**src/rtl/pll_lock_ctrl.sv**
```systemverilog
// rPLL reset sequencer: PLL reset pulse, lock filter/timeout, domain reset.
// Optional lock-loss counter output enabled by PLL_LOCK_LOSS_CNT_EN.
module pll_lock_ctrl #(
  parameter int RST_PULSE_CYC    = 16,
  parameter int LOCK_FILT_CYC    = 64,
  parameter int LOCK_TIMEOUT_CYC = 65535,
  parameter int MAX_RETRY        = 3,
  parameter int DOMAIN_RST_CYC   = 8
) (
  input  logic clkin,
  input  logic reset_n,
  input  logic pll_lock,
  input  logic restart,
  output logic pll_reset,
  output logic sys_rst_n,
  output logic ready,
  output logic fail,
  output logic [$clog2(MAX_RETRY+1)-1:0] retry_cnt,
  output logic [2:0] state
`ifdef PLL_LOCK_LOSS_CNT_EN
  ,
  output logic [7:0] loss_cnt
`endif
);

  localparam int RW = $clog2(RST_PULSE_CYC + 1);
  localparam int FW = $clog2(LOCK_FILT_CYC + 1);
  localparam int TW = $clog2(LOCK_TIMEOUT_CYC + 1);
  localparam int HW = $clog2(DOMAIN_RST_CYC + 1);
  localparam int CW = $clog2(MAX_RETRY + 1);

  localparam logic [RW-1:0] RST_LAST  = RW'(RST_PULSE_CYC - 1);
  localparam logic [FW-1:0] FILT_LAST = FW'(LOCK_FILT_CYC - 1);
  localparam logic [TW-1:0] TO_LAST   = TW'(LOCK_TIMEOUT_CYC - 1);
  localparam logic [HW-1:0] HOLD_LAST = HW'(DOMAIN_RST_CYC - 1);
  localparam logic [CW-1:0] RETRY_MAX = CW'(MAX_RETRY);

  typedef enum logic [2:0] {
    ST_PRST = 3'd0,
    ST_WAIT = 3'd1,
    ST_HOLD = 3'd2,
    ST_RUN  = 3'd3,
    ST_FAIL = 3'd4
  } st_e;

  st_e           state_q, state_d;
  logic [RW-1:0] rst_cnt_q, rst_cnt_d;
  logic [FW-1:0] filt_q, filt_d;
  logic [TW-1:0] to_q, to_d;
  logic [HW-1:0] hold_q, hold_d;
  logic [CW-1:0] retry_q, retry_d, retry_inc;
  logic          sync1_q, lock_s_q;
  logic          attempt_fail;
  logic          pll_reset_q, sys_rst_n_q, ready_q, fail_q;

  // Raw lock is asynchronous to clkin.
  always_ff @(posedge clkin or negedge reset_n) begin
    if (!reset_n) begin
      sync1_q  <= 1'b0;
      lock_s_q <= 1'b0;
    end else begin
      sync1_q  <= pll_lock;
      lock_s_q <= sync1_q;
    end
  end

  always_comb begin
    state_d      = state_q;
    rst_cnt_d    = rst_cnt_q;
    filt_d       = filt_q;
    to_d         = to_q;
    hold_d       = hold_q;
    retry_d      = retry_q;
    attempt_fail = 1'b0;
    retry_inc    = (retry_q == RETRY_MAX) ? retry_q
                                          : retry_q + CW'(1);
    unique case (state_q)
      ST_PRST: begin
        if (rst_cnt_q == RST_LAST) begin
          state_d = ST_WAIT;
        end else begin
          rst_cnt_d = rst_cnt_q + RW'(1);
        end
      end
      ST_WAIT: begin
        to_d   = to_q + TW'(1);
        filt_d = lock_s_q ? filt_q + FW'(1) : '0;
        // Acceptance wins over a same-cycle timeout.
        if (lock_s_q && (filt_q == FILT_LAST)) begin
          state_d = ST_HOLD;
        end else if (to_q == TO_LAST) begin
          attempt_fail = 1'b1;
        end
      end
      ST_HOLD: begin
        if (!lock_s_q) begin
          attempt_fail = 1'b1;
        end else if (hold_q == HOLD_LAST) begin
          state_d = ST_RUN;
        end else begin
          hold_d = hold_q + HW'(1);
        end
      end
      ST_RUN: begin
        if (!lock_s_q) begin
          attempt_fail = 1'b1;
        end
      end
      ST_FAIL: begin
        state_d = ST_FAIL;
      end
      default: begin
        state_d = ST_PRST;
      end
    endcase

    if (attempt_fail) begin
      retry_d = retry_inc;
      state_d = (retry_inc == RETRY_MAX) ? ST_FAIL : ST_PRST;
    end

    if (restart) begin
      state_d = ST_PRST;
      retry_d = '0;
    end

    // Every counter starts from zero in each newly entered state.
    if (restart || (state_d != state_q)) begin
      rst_cnt_d = '0;
      filt_d    = '0;
      to_d      = '0;
      hold_d    = '0;
    end
  end

  always_ff @(posedge clkin or negedge reset_n) begin
    if (!reset_n) begin
      state_q     <= ST_PRST;
      rst_cnt_q   <= '0;
      filt_q      <= '0;
      to_q        <= '0;
      hold_q      <= '0;
      retry_q     <= '0;
      pll_reset_q <= 1'b1;
      sys_rst_n_q <= 1'b0;
      ready_q     <= 1'b0;
      fail_q      <= 1'b0;
    end else begin
      state_q     <= state_d;
      rst_cnt_q   <= rst_cnt_d;
      filt_q      <= filt_d;
      to_q        <= to_d;
      hold_q      <= hold_d;
      retry_q     <= retry_d;
      pll_reset_q <= (state_d == ST_PRST) || (state_d == ST_FAIL);
      sys_rst_n_q <= (state_d == ST_RUN);
      ready_q     <= (state_d == ST_RUN);
      fail_q      <= (state_d == ST_FAIL);
    end
  end

`ifdef PLL_LOCK_LOSS_CNT_EN
  logic [7:0] loss_q;

  always_ff @(posedge clkin or negedge reset_n) begin
    if (!reset_n) begin
      loss_q <= '0;
    end else if ((state_q == ST_RUN) && !lock_s_q && !restart
                 && (loss_q != 8'hFF)) begin
      loss_q <= loss_q + 8'd1;
    end
  end

  assign loss_cnt = loss_q;
`endif

  assign pll_reset = pll_reset_q;
  assign sys_rst_n = sys_rst_n_q;
  assign ready     = ready_q;
  assign fail      = fail_q;
  assign retry_cnt = retry_q;
  assign state     = state_q;

endmodule

```
**config.mk**
```make
export PLATFORM = sky130hd
export DESIGN_NAME = pll_lock_ctrl
export DESIGN_NICKNAME = d
export VERILOG_FILES = /design/src/rtl/pll_lock_ctrl.sv
export SDC_FILE = /design/constraint.sdc
export NUM_CORES = 1
export LEC_CHECK = 0
export CORE_ASPECT_RATIO = 0.8
export CORE_MARGIN = 4
export CORE_UTILIZATION = 30
export DETAILED_ROUTE_END_ITERATION = 16
export SLEW_MARGIN = 20
export SYNTH_ARGS = -nofsm -noshare
export SYNTH_HDL_FRONTEND = slang
export SYNTH_SLANG_ARGS = --single-unit
```
**constraint.sdc**
```tcl
create_clock -name clkin -period 4.8 [get_ports clkin]
set_input_delay 1.44 -clock clkin [delete_from_list [all_inputs] [get_ports clkin]]
set_output_delay 1.44 -clock clkin [all_outputs]
set_load 0.1 [all_outputs]
```
==> results of run 1 <==
==> flip-flops by register name, indices dropped and copies added (netlist names) <==
register / flops
hold_q: 4
retry_cnt: 2
to_q: 16
sync1_q: 1
filt_q: 7
pll_reset: 1
lock_s_q: 1
state: 3
fail: 1
ready: 1
rst_cnt_q: 5
==> layer usage <==
metal | track usage, % | vias up
li1 | - | 950
met5 | 0 | -
met3 | 2.639 | 5
met4 | 3.704 | 0
met1 | 17.70 | 982
met2 | 17.65 | 31
==> kinds of logic (layout without fill, tap and decap cells) <==
| family | Yosys count | count (layout) |
|---|---|---|
| flops | 42 | 42 |
| simple gates | 92 | 92 |
| compound gates | 53 | 53 |
| xor+xnor | 24 | 24 |
| buf+inv | 27 | 29 |
| mux | 7 | 7 |
| fa+ha+maj | 6 | 6 |
==> layout by cell type (no fill, tap or decap), types with 2 or more instances in the layout <==
master,n
dfrtp_1,41
nand2_1,19
xnor2_1,18
o2111a_1,15
nor2_1,13
nand4_1,13
nand3_1,13
clkdlybuf4s50_1,10
and3_1,8
a21oi_1,7
inv_1,6
xor2_1,6
mux2i_1,6
ha_1,6
clkbuf_8,6
buf_4,5
a41o_1,4
a211oi_1,4
nor2b_1,3
nand2b_1,3
o2111ai_1,3
a2111oi_1,3
or2_1,2
or3b_1,2
nor3_2,2
and4_1,2
o211ai_1,2
==> worst max path at each step <==
stage,end,start,cells after the start
floorplan,sys_rst_n,ready,1
global placement,rst_cnt_q[0],restart,5
detailed placement,rst_cnt_q[0],restart,5
CTS,state[1],state[1],1
global route,state[1],state[1],1
finish,state[1],state[1],1
==> worst reg2reg max path: stages (launching register included) <==
cell and delay, ps:
dfrtp_1 530, nor3b_4 770, and3_1 350, a31o_1 490
o21ai_2 350, o2111a_1 250
==> metrics by stage <==
stage | util (%) | setup slack [ps] | hold slack, ps | area, um2 | instances
6_report | 33.51 | 1269 | 364.5 | 2855 | 365
5_1_grt | 33.51 | 1204 | 382.1 | 2855 | 365
4_1_cts | 33.48 | 1267 | 367.0 | 2853 | 365
3_5_place_dp | 32.41 | 1500 | 348.4 | 2761 | 357
3_3_place_gp | 32.41 | 1599 | 332.4 | 2761 | 357
2_1_floorplan | - | 2036 | 331.2 | 2629 | 251
==> report_power, final <==
| group | leakage (nW) | internal (mW) | total, mW | switching, mW |
|---|---|---|---|---|
| registers | 0.576 | 0.356 | 0.361 | 0.00439 |
| clock network | 0.0482 | 0.116 | 0.239 | 0.123 |
| logic | 0.573 | 0.00858 | 0.0264 | 0.0178 |
==> area by class of cell <==
cell class | instances | area (um2) | share of cell area [%]
Clock buffer | 7 | 86.33 | 3.024
Clock inverter | 1 | 5.005 | 0.1753
Inverter | 6 | 22.52 | 0.7888
Multi-Input combinational cell | 182 | 1411 | 49.43
Sequential cell | 42 | 1052 | 36.85
Tap cell | 112 | 140.1 | 4.908
Timing Repair Buffer | 15 | 137.6 | 4.820
==> results.py, run 1 <==
metrics = {
    "clocking": {
        "cts_buffer_count": 5,
        "ctsHtreeMaxLevel": 2,
        "cts.clk_slew.worst_paths_ps": 80,
        "cts_setup_buffers": 0,
        "max-clock-path-buffers": 2,
        "numClockSinks": 42,
        "tritoncts": "built",
        "worstSkewPairLatency_ps": 290,
        "clockRootBuffer": "clkbuf_8",
        "postCtsResizedCells": 0,
        "cts_hold_repair.buffers": 0,
    },
    "setup_path": {
        "worst_setup_path_start_kind": "register",
        "worstPathBufferInverterCount": 1,
        "path_cells": "clkdlybuf4s50_1",
        "rr_endpoint": "to_q[14]",
        "critical_path.endpoint_type": "output pin",
        "r2r_start": "state[1]",
        "critical_path.top_delay_family": "buffers and inverters",
        "critPathArrivalTime_ps": 2090,
        "worst_path_max_delay_cell": "clkdlybuf4s50_1",
        "critical_path_class": "reg2out",
        "worst_r2r_path_depth": 5,
        "crit_required_ps": 3360,
        "max_stage_delay_ps": 1210,
        "worst-r2r-setup-slack_ps": 1970,
        "worstPathMaxFanout": 12,
    },
    "run_status": {
        "status": "finished clean",
    },
    "routing": {
        "route.detailed.vias_per_inst": 5.392,
        "detailedRoute.firstPassIterationCount": 4,
        "wire_per_inst_um": 16.20,
        "drc": 0,
        "drt-met1-wl_mm": 3.047,
        "drt.antenna.violating_nets": 0,
        "top_signal_layer_used": "met4",
        "via_count": 1968,
        "dr_wl_met2_mm": 2.565,
        "drt-initial-drc-count": 157,
        "routed_wirelength_mm": 5.912,
        "met3_wirelength_um": 250,
    },
    "logic_synthesis": {
        "synth.net_count": 261,
        "post-synth-top-area-fraction_pct": 39.03,
        "ys_ff_latch": 42,
        "post_synth_mux_area_share_pct": 2.713,
        "yosys.cell_count.top_type": "dfrtp_1",
        "seq_area_frac_synth_pct": 40.03,
        "synth_area_per_cell_um2": 10.47,
        "synth-edff-count": 0,
        "post_synth_xor_area_fraction_pct": 7.996,
        "synth_top_family_by_area": "simple AND/OR/NAND/NOR gates",
        "main_area_contributors_after_synthesis": "dfrtp_1 39%, o2111a_1 6.4%, xnor2_1 6.0%",
        "syn-instance-count": 251,
        "synth_largest_area_cell": "dfrtp_1",
        "synth_cell_type_count": 57,
        "yosys.area_share.simple_pct": 20.80,
        "ys.flop_type": "dfrtp_1",
        "synth_common_cells": "41 x dfrtp_1, 19 x nand2_1, 18 x xnor2_1",
        "total_standard_cell_area_after_synthesis_um2": 2629,
        "synthesized_area_fraction_occupied_by_ao_oa_aoi_and_oai_cells_pct": 19.32,
        "adder_and_majority_gate_portion_of_the_synthesized_area_pct": 2.856,
        "async_reset_ff_share_pct": 100.0,
        "ys.warnings.count": 0,
    },
    "pwr": {
        "total_power_mw": 0.6266,
        "power_density_nw_per_um2": 219.5,
        "p_leak_nw": 1.198,
        "ir_drop_mv": 0.08666,
    },
    "floorplanning": {
        "rows": 30,
        "initial_utilization_pct": 30.85,
        "die_width_um": 112.7,
        "core_area_um2": 8521,
        "dieHeight_um": 91.73,
        "die_area_um2": 10330,
        "io_pins": 13,
    },
    "sta": {
        "finClkSkew_ps": 6.296,
        "fin_crit_ps": 3531,
        "hold_viol": 0,
        "timing.max_slew.rel_slack_pct": 34.83,
        "final_count_of_pins_violating_max_slew": 0,
        "fin_setup_tns_ps": 0,
        "grt_setup_unrepaired": "no",
        "worst_slew_pin_slew_ps": 974.5,
        "report.final.setup_viol": 0,
        "min_period_over_period_pct": 73.57,
        "max_freq_mhz": 283.2,
    },
    "job": {
        "timing.max_cap.violations": 0,
    },
    "layout": {
        "number_of_nets_in_the_final_layout": 262,
        "synthToLayoutAreaGrowth_pct": 8.615,
        "fillCellCount": 867,
        "number_of_diodes_added_for_antenna_fixing": 0,
        "post_route_cells_drive_above_1_share_pct": 11.86,
    },
    "place": {
        "routabilityCongestion": 0.7797,
        "placement.io_buffers": 12,
        "hpwlAfterDp_mm": 3.831,
    },
    "worst_hold_path": {
        "min-delay-path-class": "reg2reg",
        "worstHoldStart": "sync1_q",
        "timing.hold.worst_endpoint": "lock_s_q",
        "min_delay_path_depth": 0,
    },
    "global_route": {
        "pin_count_of_the_biggest_net_entering_global_routing": 43,
        "grt_antenna_before_repair": 0,
        "globalRouteOverflowTotal": 0,
        "groute.usage.overall_pct": 12.08,
        "via_count_of_the_first_global_routing_pass": 1983,
        "grt_first_pass_wirelength_mm": 10.12,
    },
}
(Power assumes the default switching activity.)
==> run 2, diff against run 1 <==
==> constraint.sdc (replaced) <==
create_clock -name clkin -period 3.2 [get_ports clkin]
set_input_delay 0.96 -clock clkin [delete_from_list [all_inputs] [get_ports clkin]]
set_output_delay 0.96 -clock clkin [all_outputs]
set_load 0.1 [all_outputs]
==> run 2 against run 1 <==
Effect of this change: clock skew rose by 1.9 ps; routed wire length fell by 0.36%; setup slack got worse by 800 ps; total power rose by 49%; via count fell by 1.9%; largest cell class unchanged; sequential share of layout area fell by 0.26 points; die area did not move; first-iteration DRC count fell by 20%; sequential power rose by 50%; global-route usage fell by 0.071 points.
==> results.py, run 2 (synthesized netlist as in run 1, its figures left out) <==
metrics = {
    "run_status": {
        "status": "finished clean",
    },
    "sta": {
        "max_freq_mhz": 365.6,
        "fin_setup_tns_ps": 0,
        "report.final.setup_viol": 0,
        "min_period_over_period_pct": 85.46,
        "finClkSkew_ps": 8.195,
        "final_count_of_pins_violating_max_slew": 0,
        "fin_crit_ps": 2735,
        "timing.max_slew.rel_slack_pct": 35.97,
        "worst_slew_pin_slew_ps": 960.5,
        "grt_setup_unrepaired": "no",
        "hold_viol": 0,
    },
    "clocking": {
        "clockRootBuffer": "clkbuf_8",
        "worstSkewPairLatency_ps": 290,
        "ctsHtreeMaxLevel": 2,
        "numClockSinks": 42,
        "cts_setup_buffers": 0,
        "cts_buffer_count": 5,
        "cts_hold_repair.buffers": 0,
        "postCtsResizedCells": 0,
        "cts.clk_slew.worst_paths_ps": 80,
        "max-clock-path-buffers": 2,
        "tritoncts": "built",
    },
    "floorplanning": {
        "io_pins": 13,
        "dieHeight_um": 91.73,
        "initial_utilization_pct": 30.85,
        "die_width_um": 112.7,
        "core_area_um2": 8521,
        "die_area_um2": 10330,
        "rows": 30,
    },
    "setup_path": {
        "worst_r2r_path_depth": 8,
        "worstPathMaxFanout": 15,
        "worst-r2r-setup-slack_ps": 470,
        "critical_path.endpoint_type": "register",
        "r2r_start": "rst_cnt_q[0]",
        "critPathArrivalTime_ps": 2960,
        "critical_path_class": "reg2reg",
        "rr_endpoint": "rst_cnt_q[3]",
        "worst_setup_path_start_kind": "register",
        "crit_required_ps": 3420,
        "setup.worst_path.start": "rst_cnt_q[0]",
        "worstSetupEndpoint": "rst_cnt_q[3]",
    },
    "place": {
        "hpwlAfterDp_mm": 3.897,
        "routabilityCongestion": 0.7397,
        "placement.io_buffers": 12,
    },
    "layout": {
        "mostFrequentLayoutCell": "dfrtp_1",
        "core_util_final_pct": 33.74,
        "largest_register_ff_count": 16,
        "registers.top_by_ff_count": "to_q",
        "number_of_nets_in_the_final_layout": 266,
        "post_route_cells_drive_above_1_share_pct": 16.34,
        "number_of_diodes_added_for_antenna_fixing": 0,
        "fillCellCount": 868,
        "synthToLayoutAreaGrowth_pct": 9.377,
        "largest_registers": "to_q: 16 flops, filt_q: 7 flops, rst_cnt_q: 5 flops",
        "layout.cells.most_common_list": "41 x dfrtp_1, 19 x nand2_1, 18 x xnor2_1",
    },
    "global_route": {
        "grt_antenna_before_repair": 0,
        "via_count_of_the_first_global_routing_pass": 1889,
        "grt_first_pass_wirelength_mm": 10.01,
        "groute.usage.overall_pct": 12.01,
        "globalRouteOverflowTotal": 0,
        "pin_count_of_the_biggest_net_entering_global_routing": 43,
    },
    "routing": {
        "detailedRoute.firstPassIterationCount": 4,
        "drt.antenna.violating_nets": 0,
        "drc": 0,
        "drt-initial-drc-count": 126,
        "wire_per_inst_um": 15.96,
        "routed_wirelength_mm": 5.891,
        "route.detailed.vias_per_inst": 5.230,
        "via_count": 1930,
    },
    "pwr": {
        "ir_drop_mv": 0.1201,
        "power_density_nw_per_um2": 325.3,
        "p_leak_nw": 1.234,
        "power.share.clock_pct": 38.1,
        "share_comb_of_total_power_pct": 4.1,
        "switching_power_mw": 0.2138,
        "power.sequential.fraction_pct": 57.8,
        "internal-power_mw": 0.7216,
        "power_switching_share_pct": 22.86,
    },
    "worst_hold_path": {
        "min-delay-path-class": "reg2reg",
    },
    "job": {
        "timing.max_cap.violations": 0,
    },
}
## run 2: cell count changes in the layout (fill, tap and decap cells not counted)
cell and delta:
buf_12 +1, buf_2 +1, buf_4 +10, clkdlybuf4s50_1 -8
## run 2: critical path: stages, from the launching register on
cell and delay [ps]:
dfrtp_1 410, ha_1 190, and3_1 170, ha_1 220, or3b_1 380, a21oi_2 180
a211oi_2 110, o21ai_2 700, o2111a_1 310
## run 2: power groups by stage
stage	combinational (mW)	clock, mW	sequential (mW)
global placement	0.0389	0	0.551
global route	0.0432	0.394	0.541
floorplan	0.0228	0	0.549
finish	0.0384	0.357	0.540
detailed placement	0.0396	0	0.551
CTS	0.0395	0.375	0.540
## run 2: how the worst min path moves through the flow
stage                     slack (ps)  cells past startpoint    start        to
after floorplan                  330                      0  sync1_q  lock_s_q
after global placement           330                      0  sync1_q  lock_s_q
after detailed placement         340                      0  sync1_q  lock_s_q
after CTS                        360                      0  sync1_q  lock_s_q
after global routing             370                      0  sync1_q  lock_s_q
final                            350                      0  sync1_q  lock_s_q
## run 2: per-stage QoR
stage / cell area (um2) / instances / worst slack (ps) / hold slack, ps / power [mW]
2_1_floorplan: 2629 / 251 / 736.6 / 331.2 / 0.5713
3_3_place_gp: 2784 / 361 / 476.3 / 332.1 / 0.5896
3_5_place_dp: 2784 / 361 / 398.3 / 339.6 / 0.5905
4_1_cts: 2875 / 369 / 499.0 / 359.9 / 0.9544
5_1_grt: 2875 / 369 / 325.2 / 369.1 / 0.9788
6_report: 2875 / 369 / 465.1 / 354.7 / 0.9354
## run 2: cell type report
type / count / area, um2 / share of cell area, %
multi-input cells: 182 / 1411 / 49.09
inverters: 6 / 22.52 / 0.7833
repair buffers: 19 / 157.7 / 5.483
flip-flops and latches: 42 / 1052 / 36.60
clock inverters: 1 / 5.005 / 0.1741
well taps: 112 / 140.1 / 4.874
clock buffers: 7 / 86.33 / 3.003
## run 2: routing by layer
layer / GRT usage (%) / share of wire (%) / wire length, um / vias to the layer above
li1: - / - / - / 954
met1: 18.00 / 54 / 3170 / 950
met2: 17.21 / 43 / 2526 / 24
met3: 3.034 / 2.9 / 169 / 2
met4: 2.703 / 0.41 / 24 / 0
met5: 0 / 0 / 0 / -
==> run 3, diff against run 2 <==
--- a/config.mk
+++ b/config.mk
@@ -13,3 +13,4 @@
 export SYNTH_ARGS = -nofsm -noshare
 export SYNTH_HDL_FRONTEND = slang
 export SYNTH_SLANG_ARGS = --single-unit
+export TNS_END_PERCENT = 50
==> results of run 3 <==
Same layout as run 2: the final DEF is identical, and so are final timing and power.
